**src/rtl/mem_arbiter_pkg.sv**
```systemverilog
// Shared definitions for the I/D-cache memory arbiter: reset/true levels,
// FSM state encoding (which doubles as the grant encoding) and beat limit.
package mem_arbiter_pkg;

   localparam logic RST_ENABLE = 1'b1;
   localparam logic TRUE_V     = 1'b1;

   localparam logic [1:0] GNT_NONE = 2'b00;
   localparam logic [1:0] GNT_I    = 2'b01;
   localparam logic [1:0] GNT_D    = 2'b10;

   localparam int unsigned BEATS_DEFAULT = 16;

   typedef enum logic [1:0] {
      IDLE  = GNT_NONE,
      OWN_I = GNT_I,
      OWN_D = GNT_D
   } arb_state_e;

endpackage

```
**src/rtl/mem_arb_pick.sv**
```systemverilog
// Tie-break for the arbiter: a lone requester wins; on a tie the requester
// that was not granted last wins.
module mem_arb_pick
   import mem_arbiter_pkg::*;
(
   input  logic       i_valid,
   input  logic       d_valid,
   input  arb_state_e last_gnt,
   output arb_state_e winner
);

   always_comb begin
      winner = IDLE;
      if (i_valid && d_valid) begin
         winner = (last_gnt == OWN_I) ? OWN_D : OWN_I;
      end else if (i_valid) begin
         winner = OWN_I;
      end else if (d_valid) begin
         winner = OWN_D;
      end
   end

endmodule

```
**src/rtl/mem_arbiter.sv**
```systemverilog
// Two-requester (I-cache / D-cache) arbiter in front of a single RAM/AXI bridge.
// The owner's request is forwarded combinationally; grant tracks the FSM state.
module mem_arbiter
   import mem_arbiter_pkg::*;
#(
   parameter int unsigned ADDR_W = 32,
   parameter int unsigned BEATS  = BEATS_DEFAULT
) (
   input  logic              cache_clk,
   input  logic              cache_rst,

   input  logic [3:0]        i_req,
   input  logic              i_wr,
   input  logic [ADDR_W-1:0] i_addr,
   input  logic [31:0]       i_wdata,
   output logic              i_addr_ok,
   output logic              i_beat_ok,
   output logic              i_data_ok,
   output logic [31:0]       i_rdata,

   input  logic [3:0]        d_req,
   input  logic              d_wr,
   input  logic [ADDR_W-1:0] d_addr,
   input  logic [31:0]       d_wdata,
   output logic              d_addr_ok,
   output logic              d_beat_ok,
   output logic              d_data_ok,
   output logic [31:0]       d_rdata,

   output logic [3:0]        m_req,
   output logic              m_wr,
   output logic [ADDR_W-1:0] m_addr,
   output logic [31:0]       m_wdata,
   input  logic              m_addr_ok,
   input  logic              m_beat_ok,
   input  logic              m_data_ok,
   input  logic [31:0]       m_rdata,

   output logic [1:0]        grant,
   output logic              arb_err
);

   arb_state_e state_q;
   arb_state_e last_gnt_q;
   arb_state_e pick_winner;
   logic       addr_seen_q;
   logic [4:0] beat_cnt_q;
   logic [4:0] beat_cnt_d;
   logic       arb_err_q;
   logic [3:0] own_req;

   mem_arb_pick u_pick (
      .i_valid  (i_req != 4'h0),
      .d_valid  (d_req != 4'h0),
      .last_gnt (last_gnt_q),
      .winner   (pick_winner)
   );

   always_comb begin
      own_req = (state_q == OWN_D) ? d_req : i_req;
      if (state_q == IDLE) begin
         beat_cnt_d = 5'd0;
      end else if (m_beat_ok && (beat_cnt_q != 5'd31)) begin
         beat_cnt_d = beat_cnt_q + 5'd1;
      end else begin
         beat_cnt_d = beat_cnt_q;
      end
   end

   always_ff @(posedge cache_clk) begin
      if (cache_rst == RST_ENABLE) begin
         state_q     <= IDLE;
         last_gnt_q  <= OWN_I;
         addr_seen_q <= 1'b0;
         beat_cnt_q  <= 5'd0;
         arb_err_q   <= 1'b0;
      end else begin
         beat_cnt_q <= beat_cnt_d;
         if (32'(beat_cnt_d) > BEATS) begin
            arb_err_q <= TRUE_V;
         end
         unique case (state_q)
            IDLE: begin
               addr_seen_q <= 1'b0;
               // The bridge must be silent while nobody owns it.
               if (m_data_ok || m_beat_ok) begin
                  arb_err_q <= TRUE_V;
               end
               state_q <= pick_winner;
            end
            OWN_I, OWN_D: begin
               if (m_data_ok) begin
                  state_q     <= IDLE;
                  last_gnt_q  <= state_q;
                  addr_seen_q <= 1'b0;
               end else if ((own_req == 4'h0) && !addr_seen_q && !m_addr_ok) begin
                  // Withdrawn before the bridge accepted it: not a completed grant.
                  state_q <= IDLE;
               end else if (m_addr_ok) begin
                  addr_seen_q <= TRUE_V;
               end
            end
            default: state_q <= IDLE;
         endcase
      end
   end

   always_comb begin
      i_addr_ok = 1'b0;
      i_beat_ok = 1'b0;
      i_data_ok = 1'b0;
      i_rdata   = 32'h0;
      d_addr_ok = 1'b0;
      d_beat_ok = 1'b0;
      d_data_ok = 1'b0;
      d_rdata   = 32'h0;
      m_req     = 4'h0;
      m_wr      = 1'b0;
      m_addr    = '0;
      m_wdata   = 32'h0;
      grant     = GNT_NONE;
      arb_err   = 1'b0;
      if (cache_rst != RST_ENABLE) begin
         grant   = state_q;
         arb_err = arb_err_q;
         unique case (state_q)
            OWN_I: begin
               m_req     = i_req;
               m_wr      = i_wr;
               m_addr    = i_addr;
               m_wdata   = i_wdata;
               i_addr_ok = m_addr_ok;
               i_beat_ok = m_beat_ok;
               i_data_ok = m_data_ok;
               i_rdata   = m_rdata;
            end
            OWN_D: begin
               m_req     = d_req;
               m_wr      = d_wr;
               m_addr    = d_addr;
               m_wdata   = d_wdata;
               d_addr_ok = m_addr_ok;
               d_beat_ok = m_beat_ok;
               d_data_ok = m_data_ok;
               d_rdata   = m_rdata;
            end
            default: ;
         endcase
      end
   end

endmodule

```
**config.mk**
```make
export PLATFORM = sky130hd
export DESIGN_NAME = mem_arbiter
export DESIGN_NICKNAME = d
export VERILOG_FILES = /design/src/rtl/mem_arbiter_pkg.sv /design/src/rtl/mem_arb_pick.sv /design/src/rtl/mem_arbiter.sv
export SDC_FILE = /design/constraint.sdc
export NUM_CORES = 1
export LEC_CHECK = 0
export CORE_AREA = 2 2 123 125
export CTS_CLUSTER_SIZE = 24
export DETAILED_ROUTE_END_ITERATION = 16
export DIE_AREA = 0 0 125 127
export SYNTH_ARGS = -nofsm -noshare
export SYNTH_HDL_FRONTEND = slang
export SYNTH_SLANG_ARGS = --single-unit
```
**constraint.sdc**
```tcl
create_clock -name cache_clk -period 2.3 [get_ports cache_clk]
set_clock_uncertainty 0.2 [all_clocks]
set_input_delay 0.23 -clock cache_clk [delete_from_list [all_inputs] [get_ports cache_clk]]
set_output_delay 0.23 -clock cache_clk [all_outputs]
set_load 0.03 [all_outputs]
```
==> summary.txt, run 1 <==
Outcome
  • Outcome: finished clean

Cells and area
  • Final design utilization: 37.2%
  • Syn-to-layout area delta: 164%
  • Area occupied by multi-input gates: ~0.0017 mm2
  • Share of cells above drive strength 1: approximately 28%
  • # diodes: 0
  • Fillers: roughly 1500
  • Number of nets in the layout: ~800
  • FF/Latch Area: around 220 um2

Global route
  • GR Overflow Total: 0
  • GRT met1 Usage: approximately 15%
  • Largest net degree at the start of global routing: 70
  • Initial antenna violation count: 0
  • Most used routing layer: met2
  • Vias in the first global route: 3429
  • All-Layer GR Usage: 13.1%
  • M3 GR Usage: under 10%
  • Grt met2 use: between 20% and 30%
  • First-pass GRT wire length: approximately 18000 um

Timing
  • Period minus WS final: roughly 2.2 ns
  • Setup ws final: 0.131 ns
  • Unrepaired setup endpoints after global routing: false
  • Max-slew headroom: 76.1%
  • Hold Slack: roughly 0.28 ns
  • Fmax: roughly 460 MHz
  • Endpoints failing hold: 0
  • Final period util: about 94%
  • Slew @ Worst Pin: 0.358 ns
  • Setup TNS: 0 ns
  • Slew Viols, Final: 0
  • Final setup viols: 0

Power and ir drop
  • Switch share: between 40% and 50%
  • P_leak: about 2.3 nW
  • P_sw: approximately 1.5 mW
  • Gate power share: about four fifths
  • Int Power: around 1.6 mW
  • Tot Pwr: 3.15 mW
  • Clock share of power: 10.3%
  • Cell Pwr Density: approximately 590 mW/mm2
  • VDD IR max: 0.297 mV
  • Flop pwr share: 8.3%

Setup path
  • Flop-to-flop setup slack: roughly 0.24 ns
  • End of the critical path: m_addr[2]
  • Worst reg2reg path startpoint: beat_cnt_q[0]
  • Reg-to-reg critical path endpoint: arb_err_q
  • Startpoint type of the worst setup path: flip-flop
  • Worst setup path start: state_q[0]
  • Arrival time worst endpoint: roughly 1.7 ns
  • Reg2Reg Depth: 8
  • Crit end category: output pin
  • Setup CP Type: flip-flop to output pin
  • Critical path peak fanout: 27
  • CP required: about 1.9 ns

Detailed routing
  • Remaining routing DRC violations: 0
  • Via count: between 3000 and 4000
  • WL/cell: around 15 um
  • Routed WL: about 12000 um
  • DR pass1 iterations: 4
  • Starting DRT DRC Count: between 100 and 150
  • Vias per inst: approximately 4.4
  • Post-DRT Antenna Nets: 0

Synthesis
  • Synth Area per Inst: about 6.4 um2
  • Cell area after synthesis: 0.00204 mm2
  • Count of flip-flops with a built-in enable after synthesis: 0
  • Top_reg_cell synth: dfxtp_1
  • Mapped Cells: between 300 and 400
  • Synth cell count leaders: nor2_1 (77), a22oi_1 (70), and2_1 (70), clkbuf_1 (25), dfxtp_1 (11)
  • Syn. warnings: 0
  • Ys async rst share: 0%
  • Sequential fraction of the synthesis area: a little over a tenth
  • Area contributors post-synth: a22oi_1 (26%), and2_1 (22%), nor2_1 (14%), dfxtp_1 (11%), clkbuf_1 (4.6%)
  • Synth unique cells: 31
  • Net Count, Synth: around 500
  • Yosys top cell area share: between 20% and 30%
  • Synth area leader: a22oi_1
  • #FFs+latches synth: 11
  • Most common cell in the synthesized netlist: nor2_1

Clocking
  • Sink Count: 11
  • CTS clk-pin slew, worst paths: around 0.04 ns
  • Post-cts gate resize count: 0
  • Post-CTS Setup Bufs: 0
  • CTS root buf: clkbuf_16
  • Hold-fix buffers at CTS: 0
  • Worst skew pair latency: ~0.24 ns
  • Longest Clk Path Bufs: 2
  • TritonCTS Buffers: 3
  • CTS H-tree lvls: 1
  • CTS tree: built

Min path
  • Worst min-delay path class: flip-flop to flip-flop

Floorplan
  • I/O pin total: 317
  • Core ar.: about 0.014 mm2
  • Num rows: 44
  • Die area: 0.0159 mm2
  • Die Span Y: between 100 and 150 um
  • Initial core utilization: between 10 and 15%
  • Die X: roughly 130 um

Placed design
  • Placer Congestion: 0.853
  • Placement Setup Slack: approximately 0.16 ns
  • Port Buffers: 316
  • Dpl hpwl: ~9400 um

Flow run
  • Max cap viols: 0
## worst min-delay path by stage
stage / slack (ns) / end / start / cells past startpoint
after floorplan: 0.19 / last_gnt_q[1] / m_data_ok / 2
after global placement: 0.25 / last_gnt_q[0] / last_gnt_q[0] / 1
after detailed placement: 0.27 / last_gnt_q[0] / last_gnt_q[0] / 1
after CTS: 0.28 / last_gnt_q[0] / last_gnt_q[0] / 1
after global routing: 0.29 / last_gnt_q[0] / last_gnt_q[0] / 1
final: 0.28 / last_gnt_q[0] / last_gnt_q[0] / 1
## registers in the layout (all words and copies together) (netlist names)
| name | cells |
|---|---|
| addr_seen_q | 1 |
| arb_err_q | 1 |
| beat_cnt_q | 5 |
| last_gnt_q | 2 |
| state_q | 2 |
## layout by cell type (no fill, tap or decap), drive strengths merged, types with 3 or more instances in the layout
master / synthesis / final
nand2b: 3 / 3
nor3: 4 / 4
clkdlybuf4s50: 0 / 175
clkbuf: 25 / 6
buf: 8 / 151
mux2i: 4 / 4
dfxtp: 11 / 11
nor2: 77 / 77
inv: 6 / 6
nand2: 3 / 3
ha: 5 / 5
a22oi: 70 / 70
and2: 70 / 70
nor2b: 8 / 8
## through the flow
step                std cells  instance area (um2)
global placement          792                 5190
floorplan                 316                 2040
finish                    799                 5370
global route              799                 5370
CTS                       796                 5270
detailed placement        792                 5190
## kinds of logic after synthesis
group | Yosys count | synth area share [%]
compound gates | 78 | 29.2
xor+xnor | 3 | 1.29
fa+ha+maj | 5 | 3.07
buf+inv | 39 | 7.50
flops | 11 | 10.8
mux | 5 | 2.70
simple gates | 175 | 45.4
## layer usage
| metal | part of all wire, % | wire length, um | vias to the layer above |
|---|---|---|---|
| li1 | - | - | 1696 |
| met1 | 37 | 4540 | 1623 |
| met2 | 53 | 6510 | 188 |
| met3 | 8.2 | 1000 | 11 |
| met4 | 1.1 | 139 | 0 |
| met5 | 0 | 0 | - |
## area by class of cell
type,count,share of cell area [%]
clock buffers,4,1.47
inverters,6,0.420
multi-input cells,266,31.9
flip-flops and latches,11,4.13
well taps,184,4.29
repair buffers,328,57.8
## worst max-delay path, cell delays in order (launching register included)
cell	delay [ns]
dfxtp_1	0.34
inv_2	0.14
ha_4	0.21
buf_12	0.19
buf_4	0.21
a22oi_1	0.10
nor2_1	0.11
buf_4	0.17
## power groups by stage
stage / sequential (mW) / clock (mW) / combinational [mW]
after detailed placement: 0.259 / 0 / 2.39
final: 0.261 / 0.324 / 2.56
after global routing: 0.265 / 0.335 / 2.76
after global placement: 0.256 / 0 / 2.36
after CTS: 0.256 / 0.327 / 2.40
after floorplan: 0.247 / 0 / 1.38
(Power assumes the default switching activity.)
==> run 2: changes to the inputs <==
--- a/config.mk
+++ b/config.mk
@@ -12,3 +12,4 @@
 export SYNTH_ARGS = -nofsm -noshare
 export SYNTH_HDL_FRONTEND = slang
 export SYNTH_SLANG_ARGS = --single-unit
+export TNS_END_PERCENT = 30
==> results of run 2 <==
Final layout, timing and power as in run 1 (identical DEF).
